$ cat src/rtl/bus_arbiter.sv
`default_nettype none
// ============================================================================
//  Module      : bus_arbiter
//  Description : Round-robin arbiter/crossbar between the per-device transmit
//                FIFOs and the per-device receive FIFOs of the shared bus.
//                Pops one packet at a time from a pending source, decodes the
//                destination ID in its top byte, and pushes it into the
//                destination receive FIFO. A broadcast ID pushes it into every
//                receive FIFO except the sender's.
//  Ports       : clk     - clock, all logic on the rising edge
//                rst     - asynchronous, active-low reset
//                pndng   - per-source "FIFO non-empty" flags
//                D_pop   - per-source head words (first-word-fall-through)
//                pop     - per-source one-cycle pop strobes
//                full    - per-destination "receive FIFO full" flags
//                push    - per-destination one-cycle push strobes
//                D_push  - packet shared by all receive FIFOs, qualified by push
//                busy    - high while a packet is held for delivery
//                drop    - one-cycle pulse when the held packet is discarded
//  Revision    : 1.0  initial release
// ============================================================================
module bus_arbiter #(
    parameter int          WIDTH   = 16,
    parameter int          DEPTH   = 8,
    parameter int          DEVICES = 4,
    parameter logic [7:0]  BCAST   = 8'hFF
) (
    input  logic                       clk,
    input  logic                       rst,
    input  logic [DEVICES-1:0]         pndng,
    input  logic [DEVICES*WIDTH-1:0]   D_pop,
    output logic [DEVICES-1:0]         pop,
    input  logic [DEVICES-1:0]         full,
    output logic [DEVICES-1:0]         push,
    output logic [WIDTH-1:0]           D_push,
    output logic                       busy,
    output logic                       drop
);

    localparam int C_SRC_W = (DEVICES > 1) ? $clog2(DEVICES) : 1;

    // Arbitration is disabled for parameter sets the packet format cannot
    // support (device IDs must fit in the 8-bit destination field, and the
    // packet must be wide enough to carry that field).
    localparam bit C_PARAMS_OK = (DEVICES >= 2) && (DEVICES <= 255) &&
                                 (WIDTH >= 9) && (DEPTH >= 1);

    typedef enum logic [0:0] {
        ST_IDLE = 1'b0,
        ST_SEND = 1'b1
    } state_t;

    state_t                 r_state;
    logic [WIDTH-1:0]       r_pkt;
    logic [C_SRC_W-1:0]     r_src;
    logic [C_SRC_W-1:0]     r_last;
    logic [DEVICES-1:0]     r_pop;
    logic [DEVICES-1:0]     r_push;
    logic [WIDTH-1:0]       r_dpush;
    logic                   r_busy;
    logic                   r_drop;

    // ------------------------------------------------------------------
    // Round-robin pick: the pending source with the smallest rotational
    // distance after the last granted index wins.
    // ------------------------------------------------------------------
    logic [C_SRC_W-1:0]     w_sel;
    logic                   w_found;
    int                     w_dist;
    int                     w_best;

    always_comb begin
        w_sel   = '0;
        w_dist  = 0;
        w_best  = DEVICES;
        for (int i = 0; i < DEVICES; i++) begin
            if (pndng[i]) begin
                w_dist = i - int'(r_last) - 1;
                if (w_dist < 0) begin
                    w_dist = w_dist + DEVICES;
                end
                if (w_dist < w_best) begin
                    w_best = w_dist;
                    w_sel  = C_SRC_W'(i);
                end
            end
        end
        w_found = (|pndng) && C_PARAMS_OK;
    end

    // Head word and pop strobe of the selected source.
    logic [WIDTH-1:0]       w_head;
    logic [DEVICES-1:0]     w_sel_oh;

    always_comb begin
        w_head   = '0;
        w_sel_oh = '0;
        for (int i = 0; i < DEVICES; i++) begin
            if (C_SRC_W'(i) == w_sel) begin
                w_head      = D_pop[i*WIDTH +: WIDTH];
                w_sel_oh[i] = 1'b1;
            end
        end
    end

    // ------------------------------------------------------------------
    // Destination decode of the held packet.
    // ------------------------------------------------------------------
    logic [7:0]             w_dest;
    logic                   w_is_bcast;
    logic                   w_dest_ok;
    logic [DEVICES-1:0]     w_src_oh;
    logic [DEVICES-1:0]     w_dest_oh;
    logic [DEVICES-1:0]     w_targets;
    logic                   w_blocked;

    always_comb begin
        w_dest     = r_pkt[WIDTH-1 -: 8];
        w_is_bcast = (w_dest == BCAST);
        w_dest_ok  = (int'(w_dest) < DEVICES) && (w_dest != 8'(r_src));
        w_src_oh   = '0;
        w_dest_oh  = '0;
        for (int i = 0; i < DEVICES; i++) begin
            w_src_oh[i]  = (C_SRC_W'(i) == r_src);
            w_dest_oh[i] = (8'(i) == w_dest);
        end
        w_targets = w_is_bcast ? ~w_src_oh : w_dest_oh;
        // A broadcast is all-or-nothing, so any full target blocks it.
        w_blocked = |(w_targets & full);
    end

    // ------------------------------------------------------------------
    // Control FSM; every output is a register.
    // ------------------------------------------------------------------
    always_ff @(posedge clk or negedge rst) begin
        if (!rst) begin
            r_state <= ST_IDLE;
            r_pkt   <= '0;
            r_src   <= '0;
            r_last  <= C_SRC_W'(DEVICES - 1);
            r_pop   <= '0;
            r_push  <= '0;
            r_dpush <= '0;
            r_busy  <= 1'b0;
            r_drop  <= 1'b0;
        end else begin
            r_pop  <= '0;
            r_push <= '0;
            r_drop <= 1'b0;
            case (r_state)
                ST_IDLE: begin
                    if (w_found) begin
                        r_pkt   <= w_head;
                        r_src   <= w_sel;
                        r_last  <= w_sel;
                        r_pop   <= w_sel_oh;
                        r_busy  <= 1'b1;
                        r_state <= ST_SEND;
                    end
                end
                ST_SEND: begin
                    if (w_is_bcast || w_dest_ok) begin
                        // Hold the packet (head-of-line) until targets drain.
                        if (!w_blocked) begin
                            r_push  <= w_targets;
                            r_dpush <= r_pkt;
                            r_busy  <= 1'b0;
                            r_state <= ST_IDLE;
                        end
                    end else begin
                        // Self-addressed or unknown destination.
                        r_drop  <= 1'b1;
                        r_busy  <= 1'b0;
                        r_state <= ST_IDLE;
                    end
                end
                default: begin
                    r_busy  <= 1'b0;
                    r_state <= ST_IDLE;
                end
            endcase
        end
    end

    assign pop    = r_pop;
    assign push   = r_push;
    assign D_push = r_dpush;
    assign busy   = r_busy;
    assign drop   = r_drop;

endmodule
`default_nettype wire

$ cat config.mk
export PLATFORM = sky130hd
export DESIGN_NAME = bus_arbiter
export DESIGN_NICKNAME = d
export VERILOG_FILES = /design/src/rtl/bus_arbiter.sv
export SDC_FILE = /design/constraint.sdc
export NUM_CORES = 1
export LEC_CHECK = 0
export ABC_CLOCK_PERIOD_IN_PS = 9900
export BUFFER_PORTS_ARGS = -buffer_cell sky130_fd_sc_hd__buf_2
export CAP_MARGIN = 5
export CORE_MARGIN = 2
export CORE_UTILIZATION = 44
export CTS_CLUSTER_SIZE = 25
export DETAILED_ROUTE_END_ITERATION = 6
export PLACE_DENSITY = 0.67
export SLEW_MARGIN = 20
export SYNTH_ARGS = -nofsm -noshare
export SYNTH_HDL_FRONTEND = slang
export SYNTH_SLANG_ARGS = --single-unit
export TNS_END_PERCENT = 20
$ cat constraint.sdc
create_clock -name clk -period 9.9 [get_ports clk]
set_clock_uncertainty 0.05 [all_clocks]
set_input_delay 1.98 -clock clk [delete_from_list [all_inputs] [get_ports clk]]
set_output_delay 1.98 -clock clk [all_outputs]
set_load 0.02 [all_outputs]
==> results.cfg <==
[worst_setup_path]
crit_required_ns = 10.08
slowest_stage = a41oi_4
r2r_slack_ns = 3.46
endpoint = r_last[1]$_DFFE_PN1P_
worst_setup_path_start_kind = primary input
crit_buf_inv = 2
reg2reg_from = r_last[0]$_DFFE_PN1P_
path_delay_family = compound AO/OA/AOI/OAI gates
cp-end-kind = flip-flop
crit_type = in2reg
crit_arrival_ns = 7.22
crit_path_frequent_cell = ha_1
critical_path.startpoint = pndng[0]
critPathMaxFanout = 25
worst-path-stages = 17
r2r_end = r_last[1]$_DFFE_PN1P_
crit_chain = buf_2 -> inv_1 -> or2_2 -> ha_1 -> nand2_1 -> a41oi_4 -> mux2_2 -> ha_1 -> o311ai_2 -> a22oi_4 -> o21ai_0 -> ha_1 -> a21o_1 -> a311oi_2 -> o2bb2ai_2 -> nor2_1 -> a31oi_1
slowest_delay_ns = 0.66
ff2ff_path_depth = 18

[placement]
place.port_buffers = 99
place_congestion = 0.980
place_ws_ns = 2.55
dp.final_hpwl_mm = 5.96
place_area_um2 = 3710

[clock_network]
cts.clk_slew.worst_paths_ns = 0.10
cts_tree = done
clk_path_buf_depth = 2
numCtsBuffers = 5
post-cts-setup-buffers = 0
cts-root-buf = clkbuf_8
cts.sink_count = 47
ctsHtreeMaxLevel = 2
clk-insertion-delay-late_ns = 0.31
cts.repair.resized = 0
cts_hold_buf = 0

[global_route]
grt_overflow_total = 0
antenna_found_initial = 0
grt_max_degree = 48
grt_pass1_wl_mm = 12.0
grt.total_usage_pct = 19.9
grt_pass1_vias = 2355

[cells_and_area]
final_common_cell = buf_2
postLayoutCoreUtil_pct = 55.8
design_area_um2 = 3830
drive_gt1_share_pct = 41.9
fin_nets = 475
layout_common_cells = buf_2 (98), dfrtp_1 (45), nor2_1 (25), mux2_2 (23)
layout-area-overhead-vs-synth_pct = 20.7
antennaDiodeCount = 0

[routing]
wl_per_cell_um = 16.4
dr.pass1.iters = 4
drtIter0Drc = 159
ant_nets = 0
via_per_inst = 5.42
drc = 0
vias = 2629
wl_mm = 7.97

[worst_hold_path]
min_path_type = reg2reg

[yosys]
async_flop_share_pct = 100
synthXorXnorAreaFrac_pct = 2.13
synth_nets = 385
yosys_warnings = 0
synth_top_area_share_pct = 35.5
synth-simple-area-share_pct = 13.4
seq_area_frac_synth_pct = 37.2
muxShareOfSynthArea_pct = 17.5
synth.cell_area_um2 = 3170
synth_edf_count = 0
synthTopCellsByArea = dfrtp_1 (36%), mux2_2 (8.2%), ha_1 (5.1%), mux2_1 (4.6%), mux2_4 (3.8%)
synth_seq_cells = 47
synth.distinct_cells = 60
synth_cells = 298
synthFlopType = dfrtp_1
avgSynthCellArea_um2 = 10.6
synth_compound_area_share_pct = 20.6
synth_top_family_by_area = compound AO/OA/AOI/OAI gates
synth_adder_area_share_pct = 5.13
yosys.area.top_type = dfrtp_1

[timing]
fin_crit_ns = 7.04
grt_setup_unrepaired = no
slew_headroom_pct = 46.4
max_clock_freq_mhz = 142
hold_viol_final = 0
drv_slew = 0
finalSetupViolations = 0
tightest_slew_ns = 0.804
fin_tns_setup_ns = 0
fin_ws_ns = 2.86
period_share_pct = 71.2

[die]
boundaryPins = 100
initial_utilization_pct = 46.2
die_x_um = 88.9
dieArea_um2 = 7900
core_region_area_um2 = 6870
die_h_um = 88.9
row_count = 30

[job]
drv_cap = 0

[run_status]
status = complete, no violations
-- per-stage QoR --
stage / instances / hold WS, ns
floorplan: 298 / 0.415
global placement: 477 / 0.412
detailed placement: 477 / 0.423
CTS: 485 / 0.445
global route: 485 / 0.463
finish: 485 / 0.442
-- logic make-up (layout without fill, tap and decap cells) --
logic type	Yosys count	in the layout
AOI/OAI and AO/OA	82	82
xor gates and xnor gates	6	6
adders and majority gates	13	13
buffers and inverters	29	120
DFF	47	47
muxes	47	47
and+or+nand+nor	74	74
-- state kept, by name, summed over array words and instances (netlist names) --
signal   count
pop          4
r_state      1
busy         1
r_pkt       16
D_push      16
r_src        2
push         4
r_last       2
drop         1
-- worst min-delay path by stage --
| stage | from | to | slack (ns) | depth (start not counted) |
|---|---|---|---|---|
| 2_1_floorplan | r_pkt[0]$_DFFE_PN0P_ | D_push[0]$_DFFE_PN0P_ | 0.41 | 1 |
| 3_3_place_gp | D_push[14]$_DFFE_PN0P_ | D_push[14]$_DFFE_PN0P_ | 0.41 | 1 |
| 3_5_place_dp | D_push[15]$_DFFE_PN0P_ | D_push[15]$_DFFE_PN0P_ | 0.42 | 1 |
| 4_1_cts | D_push[15]$_DFFE_PN0P_ | D_push[15]$_DFFE_PN0P_ | 0.45 | 1 |
| 5_1_grt | D_push[12]$_DFFE_PN0P_ | D_push[12]$_DFFE_PN0P_ | 0.46 | 1 |
| 6_report | D_push[9]$_DFFE_PN0P_ | D_push[9]$_DFFE_PN0P_ | 0.44 | 1 |
-- worst register-to-register path, cell delays in order, from the launching register on --
cell and delay (ns):
dfstp_2 0.66, inv_1 0.12, ha_1 0.36, xor2_1 0.19
or2_2 0.30, ha_1 0.31, nand2_1 0.10, a41oi_4 0.66
mux2_2 0.42, ha_1 0.30, o311ai_2 0.13, a22oi_4 0.66
o21ai_0 0.18, ha_1 0.36, a21o_1 0.21, a311oi_2 0.47
o2bb2ai_2 0.41, nor2_1 0.24, a31oi_1 0.24
-- cells in the mapped netlist, drive strengths merged (5+ instances only) --
cell type  number
a22o            5
mux2           44
a21oi          15
nor2b           7
ha             13
nor2           26
o21ai          19
inv            12
buf             9
dfrtp          45
nor4            7
nand2          11
clkbuf          8
nor3            8
a31oi          17
-- routing by layer --
metal / global-route usage, % / up-vias / part of all wire [%]
met5: 0 / - / 0
met4: 4.13 / 0 / 0.72
met3: 3.32 / 7 / 5.9
met2: 31.8 / 102 / 48
met1: 28.8 / 1224 / 45
li1: - / 1296 / -
-- final cells by class --
cell class | instances | area [um2]
well taps | 96 | 120
clock inverters | 3 | 47.5
fillers | 625 | 3040
inverters | 12 | 45.0
clock buffers | 5 | 68.8
repair buffers | 100 | 505
flip-flops and latches | 47 | 1180
multi-input cells | 222 | 1860
Power is left out: the tool's default activity adds up to more than one toggle a clock period on the data nets, which glitch-free logic cannot reach.
